**config.mk**
```make
export PLATFORM = sky130hd
export DESIGN_NAME = stream_update_decoder
export DESIGN_NICKNAME = d
export VERILOG_FILES = /design/src/rtl/stream_update_pkg.sv /design/src/rtl/stream_coincidence_counter.sv /design/src/rtl/stream_update_decoder.sv
export SDC_FILE = /design/constraint.sdc
export NUM_CORES = 1
export LEC_CHECK = 0
export CAP_MARGIN = 5
export CORE_ASPECT_RATIO = 1.1
export CORE_MARGIN = 4
export CORE_UTILIZATION = 63
export CTS_CLUSTER_SIZE = 20
export DETAILED_ROUTE_END_ITERATION = 8
export PLACE_DENSITY_LB_ADDON = 0.12
export SLEW_MARGIN = 40
export SYNTH_ARGS = -nofsm -noshare
export SYNTH_HDL_FRONTEND = slang
export SYNTH_SLANG_ARGS = --single-unit
```
**constraint.sdc**
```tcl
create_clock -name clk -period 9.2 [get_ports clk]
set_clock_uncertainty 0.2 [all_clocks]
set_input_delay 1.84 -clock clk [delete_from_list [all_inputs] [get_ports clk]]
set_output_delay 1.84 -clock clk [all_outputs]
set_load 0.05 [all_outputs]
```
**src/rtl/stream_update_pkg.sv**
```systemverilog
// Shared types and helpers for the bit-stream weight update decoder.
package stream_update_pkg;

  typedef enum logic [2:0] {
    ST_IDLE,
    ST_STREAM,
    ST_DRAIN,
    ST_APPLY,
    ST_DONE
  } su_fsm_t;

  // Default signed conductance step applied per x/delta coincidence.
  localparam int DG_EQUIVALENT_DEF = 25;

  // Working width of the saturating adder; wide enough for any realistic WW.
  localparam int SAT_W = 64;

  // Signed add of a and d, clamped to the signed range of a width-bit value.
  function automatic logic signed [SAT_W-1:0] sat_add(
    input logic signed [SAT_W-1:0] a,
    input logic signed [SAT_W-1:0] d,
    input int                      width
  );
    logic signed [SAT_W-1:0] s, hi, lo;
    s  = a + d;
    hi = (64'sd1 <<< (width - 1)) - 64'sd1;
    lo = -(64'sd1 <<< (width - 1));
    if (s > hi)      sat_add = hi;
    else if (s < lo) sat_add = lo;
    else             sat_add = s;
  endfunction

endpackage

```
**src/rtl/stream_coincidence_counter.sv**
```systemverilog
// m x n AND array with one coincidence counter per crossbar cell.
module stream_coincidence_counter
  import stream_update_pkg::*;
#(
  parameter int M  = 2,
  parameter int N  = 2,
  parameter int CW = 4
) (
  input  logic              clk,
  input  logic              rst,
  input  logic              clr,
  input  logic              valid,
  input  logic [M-1:0]      x,
  input  logic [N-1:0]      delta,
  output logic [M*N*CW-1:0] counts
);

  for (genvar gi = 0; gi < M; gi++) begin : g_row
    for (genvar gj = 0; gj < N; gj++) begin : g_col
      logic [CW-1:0] r_cnt;

      // Count rows where both the x and delta pulses are present.
      always_ff @(posedge clk) begin
        if (rst || clr)
          r_cnt <= '0;
        else if (valid && x[gi] && delta[gj])
          r_cnt <= r_cnt + CW'(1);
      end

      assign counts[(gi*N+gj)*CW +: CW] = r_cnt;
    end
  end

endmodule

```
**src/rtl/stream_update_decoder.sv**
```systemverilog
// Reads per-row bit-streams, counts coincidences and applies one saturating
// weight update per transaction to an internal m x n signed weight array.
module stream_update_decoder
  import stream_update_pkg::*;
#(
  parameter int m             = 2,
  parameter int n             = 2,
  parameter int bl            = 10,
  parameter int dG_equivalent = DG_EQUIVALENT_DEF,
  parameter int WW            = 16
) (
  input  logic                      clk,
  input  logic                      rst,
  input  logic                      start,
  input  logic [$clog2(bl+1)-1:0]   num_rows,
  input  logic                      dir,
  input  logic                      w_load,
  input  logic [m*n*WW-1:0]         w_init,
  output logic                      rd_en,
  output logic [$clog2(bl)-1:0]     rd_addr,
  input  logic [m-1:0]              rd_x,
  input  logic [n-1:0]              rd_delta,
  output logic [m*n*WW-1:0]         weights,
  output logic                      busy,
  output logic                      done
);

  localparam int CW = $clog2(bl + 1);
  localparam int AW = $clog2(bl);
  localparam int EW = WW + CW + 8;
  localparam logic signed [EW-1:0] DG = EW'(dG_equivalent);

  su_fsm_t             r_state, w_next_state;
  logic [CW-1:0]       r_num_rows;
  logic                r_dir;
  logic [AW-1:0]       r_addr;
  logic                r_rd_valid;
  logic [m*n*WW-1:0]   r_weights;

  logic [CW-1:0]       w_num_clamped;
  logic                w_last;
  logic                w_start_acc;
  logic                w_load_acc;
  logic                w_apply;
  logic [m*n*CW-1:0]   w_counts;
  logic [m*n*WW-1:0]   w_weights_next;

  assign w_num_clamped = (num_rows > CW'(bl)) ? CW'(bl) : num_rows;
  assign w_last        = (CW'(r_addr) + CW'(1)) == r_num_rows;

  assign rd_en   = (r_state == ST_STREAM);
  assign rd_addr = r_addr;
  assign busy    = (r_state != ST_IDLE);
  assign done    = (r_state == ST_DONE);
  assign weights = r_weights;

  // State register.
  always_ff @(posedge clk) begin
    if (rst) r_state <= ST_IDLE;
    else     r_state <= w_next_state;
  end

  // Next-state logic; a weight load in IDLE takes priority over start.
  always_comb begin
    w_next_state = r_state;
    w_start_acc  = 1'b0;
    w_load_acc   = 1'b0;
    w_apply      = 1'b0;
    case (r_state)
      ST_IDLE: begin
        if (w_load) begin
          w_load_acc = 1'b1;
        end else if (start) begin
          w_start_acc  = 1'b1;
          w_next_state = (w_num_clamped == '0) ? ST_DONE : ST_STREAM;
        end
      end
      ST_STREAM: if (w_last) w_next_state = ST_DRAIN;
      ST_DRAIN:  w_next_state = ST_APPLY;
      ST_APPLY: begin
        w_apply      = 1'b1;
        w_next_state = ST_DONE;
      end
      ST_DONE:   w_next_state = ST_IDLE;
      default:   w_next_state = ST_IDLE;
    endcase
  end

  // Transaction parameters are captured once at start and held throughout.
  always_ff @(posedge clk) begin
    if (rst) begin
      r_num_rows <= '0;
      r_dir      <= 1'b0;
    end else if (w_start_acc) begin
      r_num_rows <= w_num_clamped;
      r_dir      <= dir;
    end
  end

  // Row address: cleared on start, stepped each STREAM cycle, parked on the last row.
  always_ff @(posedge clk) begin
    if (rst)
      r_addr <= '0;
    else if (w_start_acc)
      r_addr <= '0;
    else if (r_state == ST_STREAM && !w_last)
      r_addr <= r_addr + AW'(1);
  end

  // Memory data arrives one cycle after the read strobe.
  always_ff @(posedge clk) begin
    if (rst) r_rd_valid <= 1'b0;
    else     r_rd_valid <= rd_en;
  end

  stream_coincidence_counter #(
    .M  (m),
    .N  (n),
    .CW (CW)
  ) u_counter (
    .clk    (clk),
    .rst    (rst),
    .clr    (w_start_acc | w_apply),
    .valid  (r_rd_valid),
    .x      (rd_x),
    .delta  (rd_delta),
    .counts (w_counts)
  );

  // Per-cell step dG*c, signed by direction, saturated into the weight range.
  for (genvar gi = 0; gi < m; gi++) begin : g_row
    for (genvar gj = 0; gj < n; gj++) begin : g_col
      localparam int K = gi*n + gj;
      logic signed [WW-1:0] w_cur;
      logic signed [EW-1:0] w_cnt_e;
      logic signed [EW-1:0] w_step;
      logic signed [SAT_W-1:0] w_delta;

      assign w_cur   = r_weights[K*WW +: WW];
      assign w_cnt_e = EW'(w_counts[K*CW +: CW]);
      assign w_step  = DG * w_cnt_e;
      assign w_delta = r_dir ? SAT_W'(w_step) : -SAT_W'(w_step);
      assign w_weights_next[K*WW +: WW] = WW'(sat_add(SAT_W'(w_cur), w_delta, WW));
    end
  end

  // Weight array: loaded from w_init in IDLE, updated once in APPLY.
  always_ff @(posedge clk) begin
    if (rst)
      r_weights <= '0;
    else if (w_load_acc)
      r_weights <= w_init;
    else if (w_apply)
      r_weights <= w_weights_next;
  end

endmodule

```
==> flow_summary_export.csv, run 1 <==
group,metric,value,unit
outcome,status,"complete, no violations",
critical_path,arrival,7.02,ns
min_path,min_from,"r_num_rows[0]",
yosys,async_flop_share,0,
route,wl,38.4,mm
global_routing,antenna_found_initial,4,
cts,cts.clk_slew.worst_paths,0.07,ns
critical_path,required,9.27,ns
power_and_ir_drop,p_seq_frac,0.239,
route,wl_met2,18.2,mm
flow_run,cap_violations,0,
placed_design,pre_cts_slack,2.19,ns
route,drt_iter0_drc,939,
route,via_count,13600,
min_path,hold_path.class,"flop to flop",
final_layout,final_cell_mix,"nand2_1 (171), clkdlybuf4s50_1 (146), ha_1 (135)",
die,num_rows,53,
die,start_util,0.648,
critical_path,reg2reg_from,"u_counter.g_row[0].g_col[1].r_cnt[0]",
yosys,synth.largest_area_cell,"dfxtp_1",
die,fp.dieH,156,um
power_and_ir_drop,pwr-share-clk,0.155,
timing,relSlewSlack,0.420,
cts,cts_tree,"done",
cts,cts_buffers,9,
timing,finalCriticalPeriod,6.95,ns
yosys,ys_ff_latch,93,
critical_path,critPathLaunchType,"flop",
cts,clock_path_buffers,2,
route,m1WireLength,15.8,mm
yosys,syn_avg_cell_area,7.39,um2
power_and_ir_drop,p_sw,1.24,mW
yosys,synth_top_area_share,0.148,
yosys,synth.top_cells.by_area,"dfxtp_1 (15%), ha_1 (13%), xnor2_1 (6.4%), nand2_1 (5.1%), a21oi_1 (4.7%)",
timing,fin_tns_setup,0,ns
cts,cts_resized,0,
power_and_ir_drop,power.density,173,mW/mm2
power_and_ir_drop,netSwitchingFraction,0.500,
route,drt-wirelength-per-cell,19.0,um
die,die_area,0.0223,mm2
yosys,synth_ff_type,"dfxtp_1",
route,drtAntennaViolNets,0,
timing,fmaxAchievable,0.144,GHz
global_routing,grt_pass1_wl,62.5,mm
cts,postCtsHoldBufs,0,
timing,worst_slack,2.25,ns
die,die_w,143,um
placed_design,place_congestion,1.01,
final_layout,layout_commonest_cell,"nand2_1",
placed_design,place_hpwl,29.0,mm
final_layout,nets,1996,
cts,root_buffer,"clkbuf_16",
yosys,synth_edf_count,0,
die,core,0.0194,mm2
final_layout,antenna_cells,0,
global_routing,grtUsageTotal,0.333,
critical_path,critPathMaxFanout,12,
cts,post-cts-setup-buffer-count,0,
yosys,synth_warnings,0,
route,top_layer,"met5",
global_routing,grt_pass1_vias,12800,
timing,worst_hold_slack,0.299,ns
timing,rsz0062_at_grt,"no",
route,met3_length,3.08,mm
route,drcViolationCount,0,
yosys,synth_cell_types,99,
final_layout,drive_gt1_frac,0.0467,
timing,drv_slew,0,
yosys,synth.net_count,1919,
route,drt-pass1-iter-count,6,
critical_path,path_class,"flop to flop",
power_and_ir_drop,p_int,1.24,mW
placed_design,port_buffers,147,
global_routing,grt-ovfl-total,0,
route,viasPerCell,6.70,
cts,cts.sink_count,93,
yosys,syn_inst,1699,
global_routing,grt_start_max_net_pins,66,
critical_path,end_kind,"flop",
timing,worst_pin_slew,0.869,ns
cts,clock_latency,0.36,ns
cts,cts_max_level,3,
critical_path,crit_path_start,"u_counter.g_row[0].g_col[1].r_cnt[0]",
final_layout,area_growth,14.5,%
final_layout,finalNonFillerCells,2026,
timing,final_hold_viol_count,0,
placed_design,dp.cells,2011,
power_and_ir_drop,irDropWorstVdd,0.136,mV
timing,final-setup-viol-count,0,
yosys,syn_area,0.0126,mm2
yosys,yosysSeqAreaShare,0.148,
die,num_io_pins,148,
power_and_ir_drop,p_leak,6.31,nW
timing,fin_crit_sh,0.756,
power_and_ir_drop,comb_power_share,0.606,
## kinds of logic (layout without fill, tap and decap cells)
kind of cell | after synthesis | in the layout | share of synthesized area
XOR/XNOR | 133 | 133 | 0.0943
AO/OA/AOI/OAI | 544 | 544 | 0.303
flip-flops | 93 | 93 | 0.148
AND/OR/NAND/NOR | 583 | 583 | 0.227
buffers and inverters | 171 | 251 | 0.0532
multiplexers | 15 | 15 | 0.0126
adder cells (fa/ha/maj) | 160 | 160 | 0.161
## path summary, 6_finish.rpt
| path | end | slack [ns] | cells past startpoint |
|---|---|---|---|
| setup reg to reg | weights[19] | 2.25 | 23 |
| setup / recovery | weights[19] | 2.25 | 23 |
| hold / removal | r_num_rows[0] | 0.30 | 2 |
| hold reg to reg | r_num_rows[0] | 0.30 | 2 |
## cell usage after synthesis (all sizes together) (25+ instances only)
master	n
nand2	172
ha	135
nor2	121
a21oi	118
o21ai	110
dfxtp	93
xnor2	93
clkbuf	81
inv	79
nand3	57
nor3	51
a21o	47
xor2	40
or3	39
a31oi	38
a311oi	36
nand4	25
## flip-flops by register name (all words and copies together) (netlist names)
register / cells
r_dir: 1
weights: 64
u_counter.g_row.g_col.r_cnt: 16
r_num_rows: 4
r_rd_valid: 1
rd_addr: 4
r_state: 3
## stage by stage
step	total power [mW]	instance area, um2	utilization
global route	2.62	14400	0.743
floorplan	1.66	12600	-
finish	2.49	14400	0.743
CTS	2.46	14400	0.742
detailed placement	2.08	14100	0.727
global placement	2.04	14000	0.725
## power groups by stage
stage | clock network [mW] | registers, mW | logic (mW)
after floorplan | 0 | 0.806 | 0.850
after global placement | 0 | 0.598 | 1.44
after detailed placement | 0 | 0.599 | 1.48
after CTS | 0.384 | 0.590 | 1.49
after global routing | 0.399 | 0.605 | 1.62
final | 0.385 | 0.594 | 1.51
## critical path: stages, from the launching register on
cell and delay [ns]:
dfxtp_1 0.44, inv_1 0.11, ha_1 0.35, ha_1 0.21, inv_1 0.06, fa_1 0.40, xor2_1 0.30, nor4b_1 0.61
ha_1 0.35, nand2_1 0.06, o21ai_0 0.11, ha_1 0.40, o21a_1 0.21, o21ai_0 0.29, a211o_1 0.21, nand3b_1 0.12
a2111o_1 0.46, a31oi_2 0.31, xnor2_1 0.12, or4b_4 0.50, o41ai_4 0.43, buf_4 0.27, nand3_1 0.10, a311oi_1 0.24
## layout make-up
type / instances / area [um2]
fillers: 1555 / 4990
clock buffers: 10 / 229
inverters: 79 / 299
multi-input cells: 1435 / 10100
repair buffers: 158 / 1570
clock inverters: 4 / 51.3
well taps: 247 / 309
flip-flops and latches: 93 / 1860
## routing by layer
metal / vias to the layer above / track usage
met5: - / 0
met4: 8 / 0.124
met3: 126 / 0.0524
met2: 632 / 0.561
met1: 6325 / 0.427
li1: 6481 / -
Note: power is estimated with default switching activity, not from simulation.
==> run 2, diff against run 1 <==
--- a/config.mk
+++ b/config.mk
@@ -8,7 +8,7 @@
 export CAP_MARGIN = 5
 export CORE_ASPECT_RATIO = 1.1
 export CORE_MARGIN = 4
-export CORE_UTILIZATION = 63
+export CORE_UTILIZATION = 53
 export CTS_CLUSTER_SIZE = 20
 export DETAILED_ROUTE_END_ITERATION = 8
 export PLACE_DENSITY_LB_ADDON = 0.12
==> constraint.sdc (replaced) <==
create_clock -name clk -period 6.2 [get_ports clk]
set_clock_uncertainty 0.2 [all_clocks]
set_input_delay 1.24 -clock clk [delete_from_list [all_inputs] [get_ports clk]]
set_output_delay 1.24 -clock clk [all_outputs]
set_load 0.05 [all_outputs]
==> flow_summary_export.csv, run 2 (synthesis gave the netlist of run 1 again) <==
group,metric,value,unit
outcome,status,"complete, no violations",
global_routing,grt_pass1_wl,65.1,mm
route,drt-wirelength-per-cell,18.9,um
power_and_ir_drop,p_seq_frac,0.228,
route,drcViolationCount,0,
global_routing,grt_start_max_net_pins,59,
min_path,min_to,"r_num_rows[2]",
timing,final_hold_viol_count,0,
route,viasPerCell,6.32,
route,met3_length,2.64,mm
cts,cts.clk_slew.worst_paths,0.07,ns
final_layout,nets,2060,
timing,drv_slew,0,
final_layout,final_cell_mix,"nand2_1 (171), clkdlybuf4s50_1 (146), ha_1 (131)",
critical_path,required,6.25,ns
route,drt-pass1-iter-count,5,
route,drtAntennaViolNets,0,
die,die_w,155,um
die,num_io_pins,148,
cts,clock_path_buffers,2,
timing,fin_crit_sh,0.963,
final_layout,area_growth,21.5,%
global_routing,grtUsageTotal,0.295,
power_and_ir_drop,total_power,3.88,mW
placed_design,place_hpwl,30.3,mm
final_layout,finalNonFillerCells,2144,
critical_path,arrival,6.02,ns
critical_path,path_class,"flop to flop",
route,wl,40.5,mm
final_layout,antenna_cells,0,
die,fp.dieH,169,um
critical_path,critPathMaxFanout,8,
critical_path,worst_r2r_endpoint,"weights[45]",
route,top_layer,"met5",
power_and_ir_drop,p_sw,1.93,mW
die,num_rows,58,
critical_path,end_kind,"flop",
die,core,0.0231,mm2
global_routing,grt_pass1_vias,12900,
power_and_ir_drop,power.density,254,mW/mm2
placed_design,placed_area,0.0146,mm2
placed_design,place_congestion,0.945,
power_and_ir_drop,p_leak,6.73,nW
final_layout,fin_area,0.0153,mm2
placed_design,dp.cells,2114,
critical_path,regToRegSetupSlack,0.23,ns
cts,clock_latency,0.36,ns
critical_path,reg2reg_from,"u_counter.g_row[1].g_col[0].r_cnt[1]",
route,wl_met2,19.3,mm
power_and_ir_drop,p_int,1.95,mW
timing,finalCriticalPeriod,5.97,ns
final_layout,largest_register_ffs,64,
final_layout,layout_commonest_cell,"nand2_1",
global_routing,grt-ovfl-total,0,
die,die_area,0.0262,mm2
cts,root_buffer,"clkbuf_16",
critical_path,r2r_cells,25,
power_and_ir_drop,netSwitchingFraction,0.497,
timing,relSlewSlack,0.490,
timing,worst_hold_slack,0.300,ns
min_path,hold_path.class,"flop to flop",
timing,final-setup-viol-count,0,
route,drt_iter0_drc,860,
placed_design,port_buffers,147,
timing,worst_pin_slew,0.764,ns
cts,cts_max_level,3,
route,via_count,13500,
cts,cts_buffers,9,
global_routing,antenna_found_initial,1,
cts,cts.sink_count,93,
route,m1WireLength,17.7,mm
critical_path,critPathLaunchType,"flop",
die,start_util,0.544,
flow_run,cap_violations,0,
timing,fmaxAchievable,0.168,GHz
min_path,min_from,"r_num_rows[2]",
power_and_ir_drop,comb_power_share,0.622,
min_path,min_path_cells,2,
final_layout,drive_gt1_frac,0.102,
power_and_ir_drop,irDropWorstVdd,0.222,mV
cts,cts_tree,"done",
power_and_ir_drop,pwr-share-clk,0.150,
run 2: cell types whose count changed in the layout (fill, tap and decap cells not counted), moves of 3 or more:
| cell | change |
|---|---|
| a2111oi_0 | -3 |
| o21ai_0 | -5 |
| ha_2 | +3 |
| nor2_1 | -4 |
| buf_12 | +3 |
| dfxtp_1 | -3 |
| nor3_2 | +3 |
| buf_4 | +59 |
| nor3_1 | -3 |
| ha_1 | -4 |
run 2: cell type report:
class                      instances  area [um2]
clock buffer                      10         229
timing repair buffer             222        2120
fill                            2092        7820
sequential                        93        1870
tap                              300         375
multi-input combinational       1435       10300
inverter                          79         299
clock inverter                     5        60.1
run 2: power groups by stage:
stage	Clock, mW	Sequential, mW	Combinational, mW
after floorplan	0	1.20	1.26
after global placement	0	0.893	2.24
after detailed placement	0	0.892	2.27
after CTS	0.587	0.881	2.30
after global routing	0.604	0.907	2.60
final	0.584	0.885	2.41
run 2: how the worst max path moves through the flow:
| stage | depth (start not counted) | endpoint | slack (ns) | from |
|---|---|---|---|---|
| floorplan | 23 | weights[24] | 0.28 | u_counter.g_row[0].g_col[1].r_cnt[0] |
| global placement | 22 | weights[45] | 0.06 | u_counter.g_row[1].g_col[0].r_cnt[1] |
| detailed placement | 22 | weights[45] | -0.26 | u_counter.g_row[1].g_col[0].r_cnt[1] |
| CTS | 22 | weights[58] | 0.01 | u_counter.g_row[1].g_col[1].r_cnt[1] |
| global route | 23 | weights[38] | -0.11 | u_counter.g_row[1].g_col[0].r_cnt[1] |
| finish | 25 | weights[45] | 0.23 | u_counter.g_row[1].g_col[0].r_cnt[1] |
run 2: through the flow:
stage | worst slack [ns] | setup TNS (ns) | utilization
global placement | 0.0618 | 0 | 0.629
global route | -0.112 | -1.18 | 0.661
floorplan | 0.280 | 0 | -
finish | 0.230 | 0 | 0.661
CTS | 0.0137 | 0 | 0.645
detailed placement | -0.261 | -3.98 | 0.631
run 2: routing by layer:
layer / track usage / vias to the layer above
li1: - / 6611
met1: 0.392 / 6361
met2: 0.507 / 503
met3: 0.0388 / 63
met4: 0.0760 / 2
met5: 0 / -
run 2: repair_timing:
action | CTS | global route
endpoints found under the setup margin | 37 | 61
gates resized for setup | 10 | 49
pin swaps | 0 | 22
cloned | 0 | 2
hold buffers | 0 | 0
setup buffers | 0 | 13
run 2: worst max-delay path, stage by stage, from the launching register on:
cell	delay [ns]
dfxtp_1	0.40
inv_1	0.08
ha_1	0.34
ha_1	0.26
fa_2	0.48
nor4_2	0.24
and3_2	0.28
ha_1	0.23
nand2_1	0.06
o21ai_0	0.11
ha_1	0.41
nand4_1	0.13
nor3_2	0.19
a221oi_1	0.09
buf_4	0.18
or3_1	0.30
o211ai_1	0.29
buf_4	0.17
buf_4	0.10
xor2_1	0.07
a221oi_1	0.24
nand4_1	0.21
nor4_4	0.23
buf_4	0.19
nor2_4	0.07
o31a_1	0.31
==> run 3, diff against run 2 <==
--- a/config.mk
+++ b/config.mk
@@ -8,9 +8,11 @@
 export CAP_MARGIN = 5
 export CORE_ASPECT_RATIO = 1.1
 export CORE_MARGIN = 4
-export CORE_UTILIZATION = 53
+export CORE_UTILIZATION = 60
 export CTS_CLUSTER_SIZE = 20
 export DETAILED_ROUTE_END_ITERATION = 8
+export DONT_BUFFER_PORTS = 1
+export GPL_ROUTABILITY_DRIVEN = 0
 export PLACE_DENSITY_LB_ADDON = 0.12
 export SLEW_MARGIN = 40
 export SYNTH_ARGS = -nofsm -noshare
==> flow_summary_export.csv, run 3 (synthesis gave the netlist of run 1 again) <==
group,metric,value,unit
timing,fmaxAchievable,0.166,GHz
cts,cts_max_level,3,
die,die_w,146,um
critical_path,critical-path-max-stage-delay,0.50,ns
placed_design,place_hpwl,27.7,mm
critical_path,critPathMaxFanout,7,
placed_design,port_buffers,0,
global_routing,grt-ovfl-total,0,
global_routing,grt_start_max_net_pins,79,
power_and_ir_drop,irDropWorstVdd,0.233,mV
timing,final_hold_viol_count,0,
timing,rsz0062_at_grt,"yes",
die,core,0.0206,mm2
critical_path,cp_num_buf_inv,2,
timing,final-setup-viol-count,0,
cts,postCtsHoldBufs,0,
die,num_io_pins,148,
timing,drv_slew,0,
final_layout,fin_area,0.0136,mm2
cts,clock_path_buffers,2,
die,die_area,0.0233,mm2
final_layout,antenna_cells,0,
placed_design,placed_area,0.0129,mm2
critical_path,path_class,"flop to flop",
cts,cts_buffers,9,
power_and_ir_drop,power.density,258,mW/mm2
route,drt-pass1-iter-count,8,
critical_path,required,6.27,ns
critical_path,crit_chain,"inv_1 -> ha_4 -> ha_2 -> fa_1 -> nor3_2 -> and3_1 -> and3_4 -> ha_1 -> mux2_2 -> ha_1 -> a21o_1 -> a2111oi_2 -> nand3_1 -> a21o_1 -> maj3_2 -> a31oi_2 -> xnor2_1 -> nand4_1 -> o41ai_4 -> buf_6 -> o311ai_0 -> a311oi_1",
min_path,hold_path.class,"flop to flop",
die,num_rows,55,
final_layout,layout_commonest_cell,"nand2_1",
route,drcViolationCount,0,
route,drtAntennaViolNets,0,
critical_path,regToRegSetupSlack,0.16,ns
power_and_ir_drop,p_leak,6.06,nW
cts,cts_tree,"done",
timing,worst_pin_slew,0.819,ns
timing,fin_crit_sh,0.975,
final_layout,area_growth,8.15,%
critical_path,arrival,6.11,ns
final_layout,drive_gt1_frac,0.107,
global_routing,grtUsageTotal,0.301,
timing,finalCriticalPeriod,6.04,ns
final_layout,largest_register_ffs,64,
critical_path,critPathLaunchType,"flop",
cts,root_buffer,"clkbuf_16",
die,fp.dieH,160,um
global_routing,antenna_found_initial,0,
final_layout,final_cell_mix,"nand2_1 (170), ha_1 (127), a21oi_1 (117)",
route,wl,37.6,mm
route,via_count,13000,
critical_path,cpLargestDelayFamily,"compound AO/OA/AOI/OAI gates",
route,viasPerCell,6.72,
cts,cts.clk_slew.worst_paths,0.07,ns
cts,clock_latency,0.36,ns
critical_path,end_kind,"flop",
global_routing,grt_pass1_vias,12100,
critical_path,cp_slowest_cell,"fa_1",
cts,cts.sink_count,93,
timing,fin_tns_setup,0,ns
global_routing,grt_pass1_wl,60.0,mm
die,start_util,0.610,
final_layout,nets,1900,
flow_run,cap_violations,0,
outcome,status,"complete, no violations",
route,drt_iter0_drc,981,
route,drt-wirelength-per-cell,19.4,um
timing,relSlewSlack,0.453,
run 3: where the power goes:
part           total, mW  switching (mW)  leakage [nW]  internal [mW]
combinational       1.68            1.02          5.17          0.665
clock              0.561           0.276         0.129          0.285
sequential          1.26           0.550         0.764          0.713
total               3.50            1.84          6.06           1.66
run 3: final timing paths:
kind              cells after the start                                 start             to
setup / recovery                     22  u_counter.g_row[1].g_col[1].r_cnt[1]    weights[58]
hold / removal                        2                         r_num_rows[0]  r_num_rows[0]
setup reg to reg                     22  u_counter.g_row[1].g_col[1].r_cnt[1]    weights[58]
hold reg to reg                       2                         r_num_rows[0]  r_num_rows[0]
run 3: metal layers:
layer / wire length [um] / vias to the layer above / global-route usage
met2: 18100 / 541 / 0.506
met3: 2630 / 119 / 0.0454
met5: 0 / - / 0
met4: 1470 / 0 / 0.133
li1: - / 6283 / -
met1: 15500 / 6091 / 0.383
run 3: final cells by class:
cell class                 count  area [um2]
tap                          256         320
sequential                    93        1870
timing repair buffer          62         490
inverter                      79         299
multi-input combinational   1435       10300
fill                        1782        7000
clock inverter                 4        32.5
clock buffer                  11         243
run 3: stage by stage:
step                power (mW)  hold WS (ns)  std cells  utilization  setup slack (ns)
floorplan                 2.46         0.262       1699            -             0.280
global placement          2.82         0.267       1909        0.626             0.140
detailed placement        2.86         0.272       1910        0.628            -0.101
CTS                       3.42         0.281       1925        0.642          0.000850
global route              3.73         0.297       1940        0.660           -0.0517
finish                    3.50         0.279       1940        0.660             0.158
run 3: repair_timing:
action	in CTS	in global routing
gates cloned	0	2
buffers inserted	0	13
endpoints found under the setup margin	16	61
pin swaps	0	24
resized for setup	2	66
run 3: worst reg2reg max path: stages, from the launching register on:
cell and delay, ns:
dfxtp_2 0.38, inv_1 0.10, ha_4 0.26, ha_2 0.21, fa_1 0.50, nor3_2 0.20, and3_1 0.21, and3_4 0.21
ha_1 0.22, mux2_2 0.26, ha_1 0.21, a21o_1 0.19, a2111oi_2 0.35, nand3_1 0.20, a21o_1 0.20, maj3_2 0.36
a31oi_2 0.19, xnor2_1 0.17, nand4_1 0.18, o41ai_4 0.49, buf_6 0.21, o311ai_0 0.16, a311oi_1 0.30
